$ cat config.mk
export PLATFORM = sky130hd
export DESIGN_NAME = blk_9ca83e
export DESIGN_NICKNAME = d
export VERILOG_FILES = /design/src/rtl/blk_9ca83e_pkg.sv /design/src/rtl/blk_9ca83e_fifo.sv /design/src/rtl/blk_9ca83e.sv
export SDC_FILE = /design/constraint.sdc
export NUM_CORES = 1
export LEC_CHECK = 0
export CORE_AREA = 2 2 513 515
export CTS_BUF_LIST = sky130_fd_sc_hd__clkbuf_8
export DETAILED_ROUTE_END_ITERATION = 16
export DIE_AREA = 0 0 515 517
export SLEW_MARGIN = 0
export SYNTH_ARGS = -nofsm -noshare
export SYNTH_HDL_FRONTEND = slang
export SYNTH_SLANG_ARGS = --single-unit
export TNS_END_PERCENT = 100
$ cat constraint.sdc
create_clock -name ACLK -period 3.9 [get_ports ACLK]
set_input_delay 0.39 -clock ACLK [delete_from_list [all_inputs] [get_ports ACLK]]
set_output_delay 0.39 -clock ACLK [all_outputs]
set_load 0.01 [all_outputs]
$ cat src/rtl/blk_9ca83e_pkg.sv
// Shared definitions for the output_mmap m_axi read-port arbiter: R-channel last-bit
// positions, arbiter FSM states and the round-robin pointer advance.
package output_drainer_q_fp32_output_mmap_m_axi_pkg;

    localparam int RLAST_BURST = 1;
    localparam int RLAST_REQ   = 0;

    typedef enum logic {
        IDLE  = 1'b0,
        ISSUE = 1'b1
    } arb_state_e;

    // Next round-robin start position after serving requester cur out of n.
    function automatic int unsigned rr_next(input int unsigned cur, input int unsigned n);
        return ((cur + 1) >= n) ? 0 : (cur + 1);
    endfunction

endpackage

$ cat src/rtl/blk_9ca83e_fifo.sv
// Small show-ahead FIFO holding the requester ID of every issued-but-incomplete read.
// The head entry is visible combinationally so returning beats can be routed with no latency.
module output_drainer_q_fp32_output_mmap_m_axi_fifo #(
    parameter int DATA_WIDTH = 1,
    parameter int DEPTH      = 4
) (
    input  logic                  clk,
    input  logic                  rst_n,
    input  logic                  i_push,
    input  logic [DATA_WIDTH-1:0] i_data,
    input  logic                  i_pop,
    output logic [DATA_WIDTH-1:0] o_data,
    output logic                  o_empty,
    output logic                  o_full
);

    localparam int AW    = (DEPTH > 1) ? $clog2(DEPTH) : 1;
    localparam int CNT_W = $clog2(DEPTH) + 1;

    logic [DATA_WIDTH-1:0] r_mem [DEPTH];
    logic [AW-1:0]         r_wr_ptr;
    logic [AW-1:0]         r_rd_ptr;
    logic [CNT_W-1:0]      r_count;
    logic                  w_push_ok;
    logic                  w_pop_ok;

    assign o_empty   = (r_count == '0);
    assign o_full    = (r_count == CNT_W'(DEPTH));
    assign w_push_ok = i_push && !o_full;
    assign w_pop_ok  = i_pop && !o_empty;
    assign o_data    = r_mem[r_rd_ptr];

    // Storage needs no reset: entries are only read while the count says they are valid.
    always_ff @(posedge clk) begin
        if (w_push_ok) begin
            r_mem[r_wr_ptr] <= i_data;
        end
    end

    always_ff @(posedge clk or negedge rst_n) begin
        if (!rst_n) begin
            r_wr_ptr <= '0;
            r_rd_ptr <= '0;
            r_count  <= '0;
        end else begin
            if (w_push_ok) begin
                r_wr_ptr <= r_wr_ptr + AW'(1);
            end
            if (w_pop_ok) begin
                r_rd_ptr <= r_rd_ptr + AW'(1);
            end
            case ({w_push_ok, w_pop_ok})
                2'b10:   r_count <= r_count + CNT_W'(1);
                2'b01:   r_count <= r_count - CNT_W'(1);
                default: r_count <= r_count;
            endcase
        end
    end

endmodule

$ cat src/rtl/blk_9ca83e.sv
// Round-robin arbiter sharing one HLS read port of the output_mmap m_axi adapter between
// NUM_REQ requesters; returned beats are routed back in issue order via a grant-ID FIFO.
module blk_9ca83e
    import output_drainer_q_fp32_output_mmap_m_axi_pkg::*;
#(
    parameter int NUM_REQ         = 2,
    parameter int ADDR_WIDTH      = 64,
    parameter int DATA_WIDTH      = 512,
    parameter int NUM_OUTSTANDING = 4
) (
    input  logic                          ACLK,
    input  logic                          ARESETN,
    input  logic [NUM_REQ*ADDR_WIDTH-1:0] s_araddr,
    input  logic [NUM_REQ*32-1:0]         s_arlen,
    input  logic [NUM_REQ-1:0]            s_arvalid,
    output logic [NUM_REQ-1:0]            s_arready,
    output logic [DATA_WIDTH-1:0]         s_rdata,
    output logic [1:0]                    s_rlast,
    output logic [NUM_REQ-1:0]            s_rvalid,
    input  logic [NUM_REQ-1:0]            s_rready,
    output logic [ADDR_WIDTH-1:0]         m_araddr,
    output logic [31:0]                   m_arlen,
    output logic                          m_arvalid,
    input  logic                          m_arready,
    input  logic [DATA_WIDTH-1:0]         m_rdata,
    input  logic [1:0]                    m_rlast,
    input  logic                          m_rvalid,
    output logic                          m_rready,
    output logic                          m_rburst_ready
);

    localparam int ID_W = $clog2(NUM_REQ);

    arb_state_e            r_state;
    arb_state_e            w_state_next;
    logic [ID_W-1:0]       r_grant;
    logic [ID_W-1:0]       r_rr_ptr;
    logic [ADDR_WIDTH-1:0] r_araddr;
    logic [31:0]           r_arlen;
    logic                  r_rburst_ready;

    logic [ADDR_WIDTH-1:0] w_req_addr [NUM_REQ];
    logic [31:0]           w_req_len  [NUM_REQ];
    logic [ID_W:0]         w_cand_sum [NUM_REQ];
    logic [ID_W-1:0]       w_cand     [NUM_REQ];
    logic                  w_sel_valid;
    logic [ID_W-1:0]       w_sel_idx;

    logic                  w_take;
    logic                  w_arvalid;
    logic                  w_ar_hs;
    logic                  w_fifo_empty;
    logic                  w_fifo_full;
    logic [ID_W-1:0]       w_head;
    logic                  w_pop;

    // Per-requester unpacking; w_cand[k] is the k-th requester in round-robin order from r_rr_ptr.
    generate
        for (genvar gi = 0; gi < NUM_REQ; gi++) begin : g_req
            assign w_req_addr[gi] = s_araddr[gi*ADDR_WIDTH +: ADDR_WIDTH];
            assign w_req_len[gi]  = s_arlen[gi*32 +: 32];
            assign w_cand_sum[gi] = {1'b0, r_rr_ptr} + (ID_W+1)'(gi);
            assign w_cand[gi]     = (w_cand_sum[gi] >= (ID_W+1)'(NUM_REQ))
                                  ? ID_W'(w_cand_sum[gi] - (ID_W+1)'(NUM_REQ))
                                  : ID_W'(w_cand_sum[gi]);
            assign s_arready[gi]  = w_ar_hs && (r_grant == ID_W'(gi));
            assign s_rvalid[gi]   = m_rvalid && !w_fifo_empty && (w_head == ID_W'(gi));
        end
    endgenerate

    // Scan from the far end so the candidate closest to r_rr_ptr wins.
    always_comb begin
        w_sel_valid = 1'b0;
        w_sel_idx   = '0;
        for (int k = NUM_REQ - 1; k >= 0; k--) begin
            if (s_arvalid[w_cand[k]]) begin
                w_sel_valid = 1'b1;
                w_sel_idx   = w_cand[k];
            end
        end
    end

    always_ff @(posedge ACLK or negedge ARESETN) begin
        if (!ARESETN) begin
            r_state <= IDLE;
        end else begin
            r_state <= w_state_next;
        end
    end

    always_comb begin
        w_state_next = r_state;
        case (r_state)
            IDLE:    if (w_take)    w_state_next = ISSUE;
            ISSUE:   if (m_arready) w_state_next = IDLE;
            default: w_state_next = IDLE;
        endcase
    end

    // The full check uses the current count only, so a same-cycle pop never frees a slot early.
    always_comb begin
        w_take    = 1'b0;
        w_arvalid = 1'b0;
        w_ar_hs   = 1'b0;
        case (r_state)
            IDLE: begin
                w_take = w_sel_valid && !w_fifo_full;
            end
            ISSUE: begin
                w_arvalid = 1'b1;
                w_ar_hs   = m_arready;
            end
            default: begin
                w_take = 1'b0;
            end
        endcase
    end

    always_ff @(posedge ACLK or negedge ARESETN) begin
        if (!ARESETN) begin
            r_grant  <= '0;
            r_rr_ptr <= '0;
            r_araddr <= '0;
            r_arlen  <= '0;
        end else begin
            if (w_take) begin
                r_grant  <= w_sel_idx;
                r_araddr <= w_req_addr[w_sel_idx];
                r_arlen  <= w_req_len[w_sel_idx];
            end
            if (w_ar_hs) begin
                r_rr_ptr <= ID_W'(rr_next(32'(r_grant), NUM_REQ));
            end
        end
    end

    always_ff @(posedge ACLK or negedge ARESETN) begin
        if (!ARESETN) begin
            r_rburst_ready <= 1'b0;
        end else begin
            r_rburst_ready <= 1'b1;
        end
    end

    output_drainer_q_fp32_output_mmap_m_axi_fifo #(
        .DATA_WIDTH (ID_W),
        .DEPTH      (NUM_OUTSTANDING)
    ) u_grant_fifo (
        .clk     (ACLK),
        .rst_n   (ARESETN),
        .i_push  (w_ar_hs),
        .i_data  (r_grant),
        .i_pop   (w_pop),
        .o_data  (w_head),
        .o_empty (w_fifo_empty),
        .o_full  (w_fifo_full)
    );

    // R path is purely combinational: the FIFO head owns whatever beat is on the bus.
    assign m_rready       = !w_fifo_empty && s_rready[w_head];
    assign w_pop          = m_rvalid && m_rready && m_rlast[RLAST_REQ];
    assign s_rdata        = m_rdata;
    assign s_rlast        = {m_rlast[RLAST_BURST], m_rlast[RLAST_REQ]};

    assign m_arvalid      = w_arvalid;
    assign m_araddr       = r_araddr;
    assign m_arlen        = r_arlen;
    assign m_rburst_ready = r_rburst_ready;

endmodule

==> impl.org, run 1 <==
** STA
- Dividing the final minimum period by the clock period gives between 70% and 80%.
- On the final layout, the worst clock skew is 0.0473 ns.
- Slew at the pin closest to its max-slew limit :: slightly above 0.8 ns
- Max Transition Viols Final :: 0
- Setup TNS Final :: 0 ns
- Setup repair after global routing left no endpoint under its margin.
- Setup violations remaining at the end of the flow were counted as 0.
- Final count of hold timing violations :: 0
- The smallest clock period supported by the final layout is computed as approximately 3 ns.
- In this run the tightest slew margin relative to its limit is about 45%.
- Derived from the worst setup path, the maximum achievable clock frequency is around 0.33 GHz.

** GRT
- The number of antenna violations at the first check in global routing came to 39.
- In this run the most used layer during global routing was met3.
- Entering global routing, the biggest net connects ~80 pins.
- The number of global-route vias before repair was 6582.
- Met1 usage in global routing :: 6.21%
- Global routing consumed, on the met3 layer, between 20% and 30% of the routing resources.
- Overall Global Routing Usage :: 14.8%
- Grt met2 use :: about a fifth
- Global route total overflow :: 0
- Global-route wire length before repair :: between 200000 and 250000 µm

** Layout
- From synthesis to final layout, the design area changed by 41.0%.
- Layout cells sized above 1 :: 4.29%
- Across the whole layout, storage elements account for 2800 µm².
- In the final layout, the multi-input gates occupy 2170 µm².
- NumNets Final :: ~1500
- Fill count :: 30800
- Finished Layout Cells :: between 4000 and 5000

** Logic synthesis
- Dominant cell by count in the synthesized netlist :: buf_4
- Number of enable-type register cells in the synthesized netlist :: 4
- Synthesis produced a netlist whose cell count is roughly 1000.
- Net count after synthesis :: between 1500 and 2000
- By area the synthesized netlist is led by buf_4 43%, dfrtp_1 30%, mux2i_1 11%.
- Average size of a mapped cell :: roughly 9.0 µm²
- Flop and latch count out of synthesis :: 111
- Summed over its instances, the top area cell type makes up about 43% of the synthesized netlist area.
- Top FF cell, synth :: dfrtp_1
- Cell type contributing the most total cell area after synthesis :: buf_4
- Summing the sequential cell areas from Yosys gives 30.9% of the chip area.
- The Yosys step of the flow raised 0 warnings.
- Most frequent cells after synthesis :: 515 x buf_4, 107 x dfrtp_1, 103 x mux2i_1
- Area of the mapped netlist :: 9040 µm²
- Count of distinct cell types in the synthesized netlist :: 27
- Proportion of register bits with asynchronous set or reset after synthesis :: 96.4%

** Detailed routing
- Via count :: ~6400
- Routed wire length per instance :: just under 50 µm
- The count of nets left with antenna violations once routing finished came out at 0.
- The final layout contains routed wiring with a total length of 205000 µm.
- After detailed routing, the number of vias per cell comes to around 1.5.
- For this run, design rule violations remaining after detail routing come to 0.
- For this run, the detailed router's first-pass iteration total came to 5.
- The detailed router finished its first iteration with roughly 280 violations.

** Clocking
- CTS saw 111 sinks.
- Number of buffers created by CTS :: 9
- Buffer depth of the longest clock path :: 2
- Once the clock tree was built, the resizer swapped 0 gates to a different size.
- For the worst-skew pair, the clock arrives at the later sink with an insertion delay of about 0.56 ns.
- H-tree level count :: 3
- Clock edge transition at the registers on the reported setup and hold paths :: approximately 0.16 ns
- Buffer cell driving the clock tree root :: clkbuf_8
- TritonCTS clock tree :: done

** Setup path
- Endpoint class of the critical path :: output port
- Worst reg-to-reg setup slack :: approximately 1.3 ns
- The worst setup path is of the reg -> out kind.
- CP Max Fanout :: 3
- The startpoint identified for the worst register-to-register timing path is u_grant_fifo.r_rd_ptr[1].
- Data arrival time of the critical path :: around 2.6 ns
- Data on the critical path is required at its endpoint by roughly 3.5 ns.
- The worst register-to-register path ends at u_grant_fifo.r_count[2].
- STA classifies the critical path startpoint as a register.
- For the worst flop-to-flop path, the logic depth is 10.

** Place
- Including well taps, the total number of placed cells is between 4000 and 5000.
- At the end of routability-driven placement, the weighted congestion stood at around 0.9.
- Buffers placed on the I/O ports in this run total slightly above 300.
- Post-DP HPWL :: just under 200000 µm

** Floorplanning
- Starting Density :: under 10%
- The floorplan has about 190 rows.
- After floorplanning, the core was sized to cover around 260000 µm².
- Top-Level Pins :: 1331
- Overall die area :: around 270000 µm²
- Floorplan die width :: 515 µm
- From bottom edge to top edge, the die measures 517 µm.

** Power and ir drop
- In this run the power density over the cells is 571 nW/µm².
- For this design the static power due to leakage is a little under 4 nW.
- The design draws around 7.3 mW.
- IR analysis of the VDD net gives a maximum drop of about 0.00023 V.

** Job
- Count of max-cap constraint violations :: 0

** Min path
- Path category of the worst min-delay check :: in -> async

** Status
- The run finished with clean final reports.
[stage by stage]
stage                     area (µm²)  util, %  setup WS, ns  hold WS (ns)
after floorplan                 9040        -          1.82        0.0944
after global placement         12500     4.79          1.46         0.414
after detailed placement       12500     4.79          1.22         0.420
after CTS                      12700     4.87         0.849         0.327
after global routing           12700     4.88         0.753         0.345
final                          12800     4.88         0.892         0.373
[final cells by class]
type                       count  area share (%)
tap                         3420            33.6
timing repair buffer         320            25.3
sequential                   111            21.9
multi-input combinational    337            17.1
clock buffer                   9           0.971
clock inverter                 7           0.716
inverter                       8           0.235
antenna                       10           0.196
[worst max-delay path by stage]
stage               depth (start not counted)  slack [ns]                     start                       to
global placement                            7        1.46              s_arvalid[0]             m_araddr[43]
floorplan                                  10        1.82  u_grant_fifo.r_rd_ptr[1]  u_grant_fifo.r_count[2]
finish                                      5        0.89  u_grant_fifo.r_rd_ptr[1]                 m_rready
CTS                                         5        0.85  u_grant_fifo.r_rd_ptr[1]                 m_rready
detailed placement                         10        1.22                 m_arready  u_grant_fifo.r_count[2]
global route                                5        0.75  u_grant_fifo.r_rd_ptr[1]                 m_rready
[per-layer routing]
layer	share of wire, %	vias to the layer above	routed length [µm]
met3	42	226	86300
met1	14	2350	29600
li1	-	2276	-
met5	0.14	-	287
met4	2.7	34	5510
met2	40	1480	82800
[kinds of logic after synthesis]
kind of cell	count (synthesis)	synth area share, %
compound gates	103	5.73
other cells	1	0.0415
fa+ha+maj	6	0.913
mux	103	11.4
flops	111	30.9
xor+xnor	5	0.484
simple gates	119	5.30
buf+inv	555	45.2
[power by group]
group	internal, mW	switching [mW]	leakage [nW]	total (mW)
registers	1.71	0.402	1.35	2.12
logic	1.54	2.64	2.45	4.18
clock network	0.269	0.713	0.109	0.981
[registers in the layout, summed over array words and instances (netlist names)]
signal and flops:
m_araddr 64, m_arlen 32, u_grant_fifo.r_mem 4, u_grant_fifo.r_count 3, u_grant_fifo.r_rd_ptr 2, u_grant_fifo.r_wr_ptr 2
m_rburst_ready 1, r_grant 1, r_rr_ptr 1, r_state 1
[critical path: stages (launching register included)]
cell             delay (ns)
dfrtp_1                0.47
mux2i_1                0.34
mux2i_1                0.21
mux2i_1                0.19
nor2_1                 0.14
clkdlybuf4s50_1        0.75
[cell usage in the layout (no fill, tap or decap), types with 3 or more instances in the layout]
master | netlist | layout
clkdlybuf4s50_1 | 0 | 303
dfrtp_1 | 107 | 107
mux2i_1 | 103 | 103
nand2_1 | 99 | 99
o21ai_0 | 52 | 51
o21ai_1 | 49 | 49
diode_2 | 0 | 10
clkbuf_8 | 0 | 10
buf_4 | 515 | 10
inv_1 | 8 | 8
nor2_1 | 8 | 8
ha_1 | 5 | 5
buf_12 | 0 | 5
and2_1 | 4 | 4
edfxtp_1 | 4 | 4
xor2_1 | 3 | 3
inv_8 | 0 | 3
[repair_timing]
action                    in CTS  in global routing
hold endpoints to repair      51                  0
hold buffers                   1                  0
buffers inserted               0                  0
Note: power is estimated with default switching activity, not from simulation.
==> inputs of run 2 (changes only) <==
Settings changed: CORE_AREA 2 2 513 515 to 2 2 526 528, DIE_AREA 0 0 515 517 to 0 0 528 530.
Clock period 3.9 ns to 2.5 ns, I/O delays scaled along.
==> run 2 against run 1 <==
Net effect:
- die area grew 5.1%
- count of clock-buffer cells in the layout is 1 higher
- non-clock buffer count is 4 higher
- combinational power grew 53%
- utilization decreased by 0.10 points
- register-to-register slack lost 1.2 ns
- wire length rose by 1.4%
- largest cell class unchanged
==> impl.org, run 2 (synthesis gave the netlist of run 1 again) <==
** Setup path
- The highest cell delay on the worst timing path was 0.47 ns (-0.28 ns).
- The top fanout value on the critical path was 3 (unchanged).
- The buffering stage count on the worst path with inverters included came to 1 (unchanged).
- The kind of cell with the highest combined delay along the critical path is multiplexers.
- Required time of the critical path :: 2.94 ns (-0.57 ns)
- Category of the worst setup path launch point :: register
- Critical path type :: reg -> reg
- The register-to-register path setup slack came to 0.07 ns (-1.23 ns).
- Endpoint class of the critical path :: register
- Reg-to-reg critical path startpoint :: u_grant_fifo.r_rd_ptr[1]
- In this run the worst setup path begins at u_grant_fifo.r_rd_ptr[1].
- The critical path goes through mux2i_4 -> mux2i_4 -> mux2i_2 -> nor2_1 -> ha_1 -> inv_1 -> fa_1 -> xor2_1 -> nor2_1 -> xor2_1.
- Endpoint of the worst-slack reg-to-reg timing path :: u_grant_fifo.r_count[2]
- FF-to-FF path depth :: 10 (unchanged)
- Data arrival time of the critical path :: 2.87 ns (+0.25 ns)
- The slowest stage of the critical path belongs to the cell dfrtp_2.

** Place
- The routability-driven placement congestion ratio came to 0.866 (-4.3%).
- The setup slack after placement is 0.0851 ns (-1.13 ns).
- The total instance count after detailed placement was 4385 (+4.5%).
- Cell Area, Placed :: 12800 µm² (+2.3%)
- Post-DP HPWL :: 200000 µm (+1.7%)
- Port-buffer cells :: 304 (unchanged)

** Detailed routing
- Via count :: 6646 (+4.4%)
- Avg Vias per Cell :: 1.50 (-0.75%)
- The remaining design rule violation count came to 0 (unchanged).
- Number of detailed-routing iterations run before antenna repair :: 4 (-1)
- The initial detailed-routing violation count was 405 (+47%).
- The sum of routed wire segments on met1 is 30300 µm (+2.3%).
- The average wire length per cell after detail routing was 46.7 µm (-3.6%).
- The wire length on met3 is 90300 µm (+4.6%).
- Antenna Violating Nets Remaining :: 0 (unchanged)
- Routed wl met2 :: 78400 µm (-5.4%)
- Top routing layer in use :: met5
- The final wirelength is 207000 µm (+1.4%).

** Layout
- The total number of nets in the final design is 1511 (+0.27%).
- The ratio of cells with drive above 1 in the final layout came to 6.03% (+1.7 points).
- Relative to the synthesized area, the layout overhead comes to 45.4%.
- The count of non-filler cells in the finished layout is 4441 (+5.2%).
- Commonest non-fill, non-tap cell in the layout :: clkdlybuf4s50_1
- Fill count :: 32400 (+5.0%)
- Leaving out fill and tap cells, the most frequent cells in the layout are 299 x clkdlybuf4s50_1, 106 x dfrtp_1, 99 x nand2_1, 99 x mux2i_1, 51 x o21ai_0.
- Max FFs per register :: 64 (unchanged)
- The final design area excluding fillers is 13100 µm² (+3.1%).

** GRT
- Pin count of the biggest net entering global routing :: 49 (-40%)
- Global route total overflow :: 0 (unchanged)
- Global-route wire length before repair :: 225000 µm (+1.4%)
- Via count of the first global-routing pass :: 6403 (-2.7%)
- The overall track demand over capacity in global routing came to 14.3% (-0.52 points).
- Number of antenna violations at the first check in global routing :: 158 (+310%)

** STA
- Slew at the pin closest to its max-slew limit :: 0.617 ns (-0.205 ns)
- Setup repair after global routing could not meet its margin everywhere.
- Max-slew headroom at the worst pin :: 58.8% (+14 points)
- Worst clock skew :: 0.0345 ns (-0.0128 ns)
- Final WS setup :: 0.0691 ns (-0.823 ns)
- Highest attainable clock frequency :: about 0.4 GHz
- The sum of negative setup slack was 0 ns (unchanged).
- Final period util :: a little over nine tenths
- Subtracting the final worst setup slack from the clock period gives between 2 and 2.5 ns.
- The count of endpoints failing setup in the final report came to 0 (unchanged).
- The final-report hold violation count was 0 (unchanged).
- Max Transition Viols Final :: 0 (unchanged)

** Floorplanning
- The area inside the core boundary came to 275000 µm² (+5.2%).
- The site row count came to 193 (+2.7%).
- Overall die area :: 280000 µm² (+5.1%)
- The width of the die was 528 µm (+2.5%).
- The number of primary I/O pins was 1331 (unchanged).
- The vertical die dimension is 530 µm (+2.5%).
- The initial standard-cell utilization of the core was 3.29% (-0.17 points).

** Clocking
- The number of buffers created by CTS was 9 (unchanged).
- H-tree level count :: 3 (unchanged)
- Buffer depth of the longest clock path :: 2 (unchanged)
- The clock transition at the register clock pins on the worst setup and hold paths after CTS is 0.16 ns (about the same).
- TritonCTS built the clock tree.
- Buffer cell driving the clock tree root :: clkbuf_8
- The CTS sink count came to 111 (unchanged).
- The insertion delay to the later sink of the worst-skew pair was 0.52 ns (-0.04 ns).

** Power and ir drop
- The peak ir drop on the vdd network came to 0.000386 V (+65%).
- The total leakage power is 3.94 nW (+0.73%).
- The total power per unit cell area was 844 nW/µm² (+48%).

** Min path
- The worst hold path belongs to the class in -> async.

** Job
- The number of violations of the max-capacitance limit was 0 (unchanged).

** Status
- Result of the run :: completed
## run 2: report_power, final
part,switching (mW),total [mW],internal (mW)
Combinational,3.91,6.41,2.50
Sequential,0.589,3.26,2.67
Clock,1.01,1.43,0.417
Total,5.51,11.1,5.59
## run 2: worst max-delay path by stage
stage                              end  slack, ns  depth (start not counted)
4_1_cts                    s_rvalid[0]      0.001                          4
6_report       u_grant_fifo.r_count[2]       0.07                         10
2_1_floorplan  u_grant_fifo.r_count[2]       0.42                         10
5_1_grt                    s_rvalid[1]     -0.003                          4
3_5_place_dp   u_grant_fifo.r_count[2]       0.09                         10
3_3_place_gp   u_grant_fifo.r_count[2]       0.37                         10
## run 2: metrics by stage
stage          hold slack [ns]  power (mW)  utilization [%]
5_1_grt                  0.178        11.9             4.76
2_1_floorplan          -0.0456        6.09                -
3_5_place_dp             0.194        10.1             4.65
3_3_place_gp             0.193        9.91             4.65
6_report                 0.204        11.1             4.78
4_1_cts                  0.139        11.7             4.74
## run 2: per-layer routing
metal | vias to the layer above | track usage [%]
met3 | 399 | 30.1
met2 | 1399 | 19.1
met1 | 2337 | 5.59
met4 | 176 | 4.43
met5 | - | 0.735
li1 | 2335 | -
## run 2: cell type report
class | count | area (µm²) | share of cell area (%)
inverters | 8 | 30.0 | 0.228
clock buffers | 10 | 138 | 1.05
multi-input cells | 337 | 2220 | 16.9
well taps | 3607 | 4510 | 34.3
repair buffers | 324 | 3290 | 25.0
flip-flops and latches | 111 | 2800 | 21.3
diodes | 38 | 95.1 | 0.723
clock inverters | 6 | 62.6 | 0.476
## run 2: repair_timing
item / CTS / global route
hold buffers: 1 / 0
gates resized for setup: 7 / 5
endpoints found under the setup margin: 3 / 4
gates cloned: 0 / 0
pin swaps: 0 / 0
buffers inserted: 1 / 0
endpoints found under the hold margin: 107 / 0
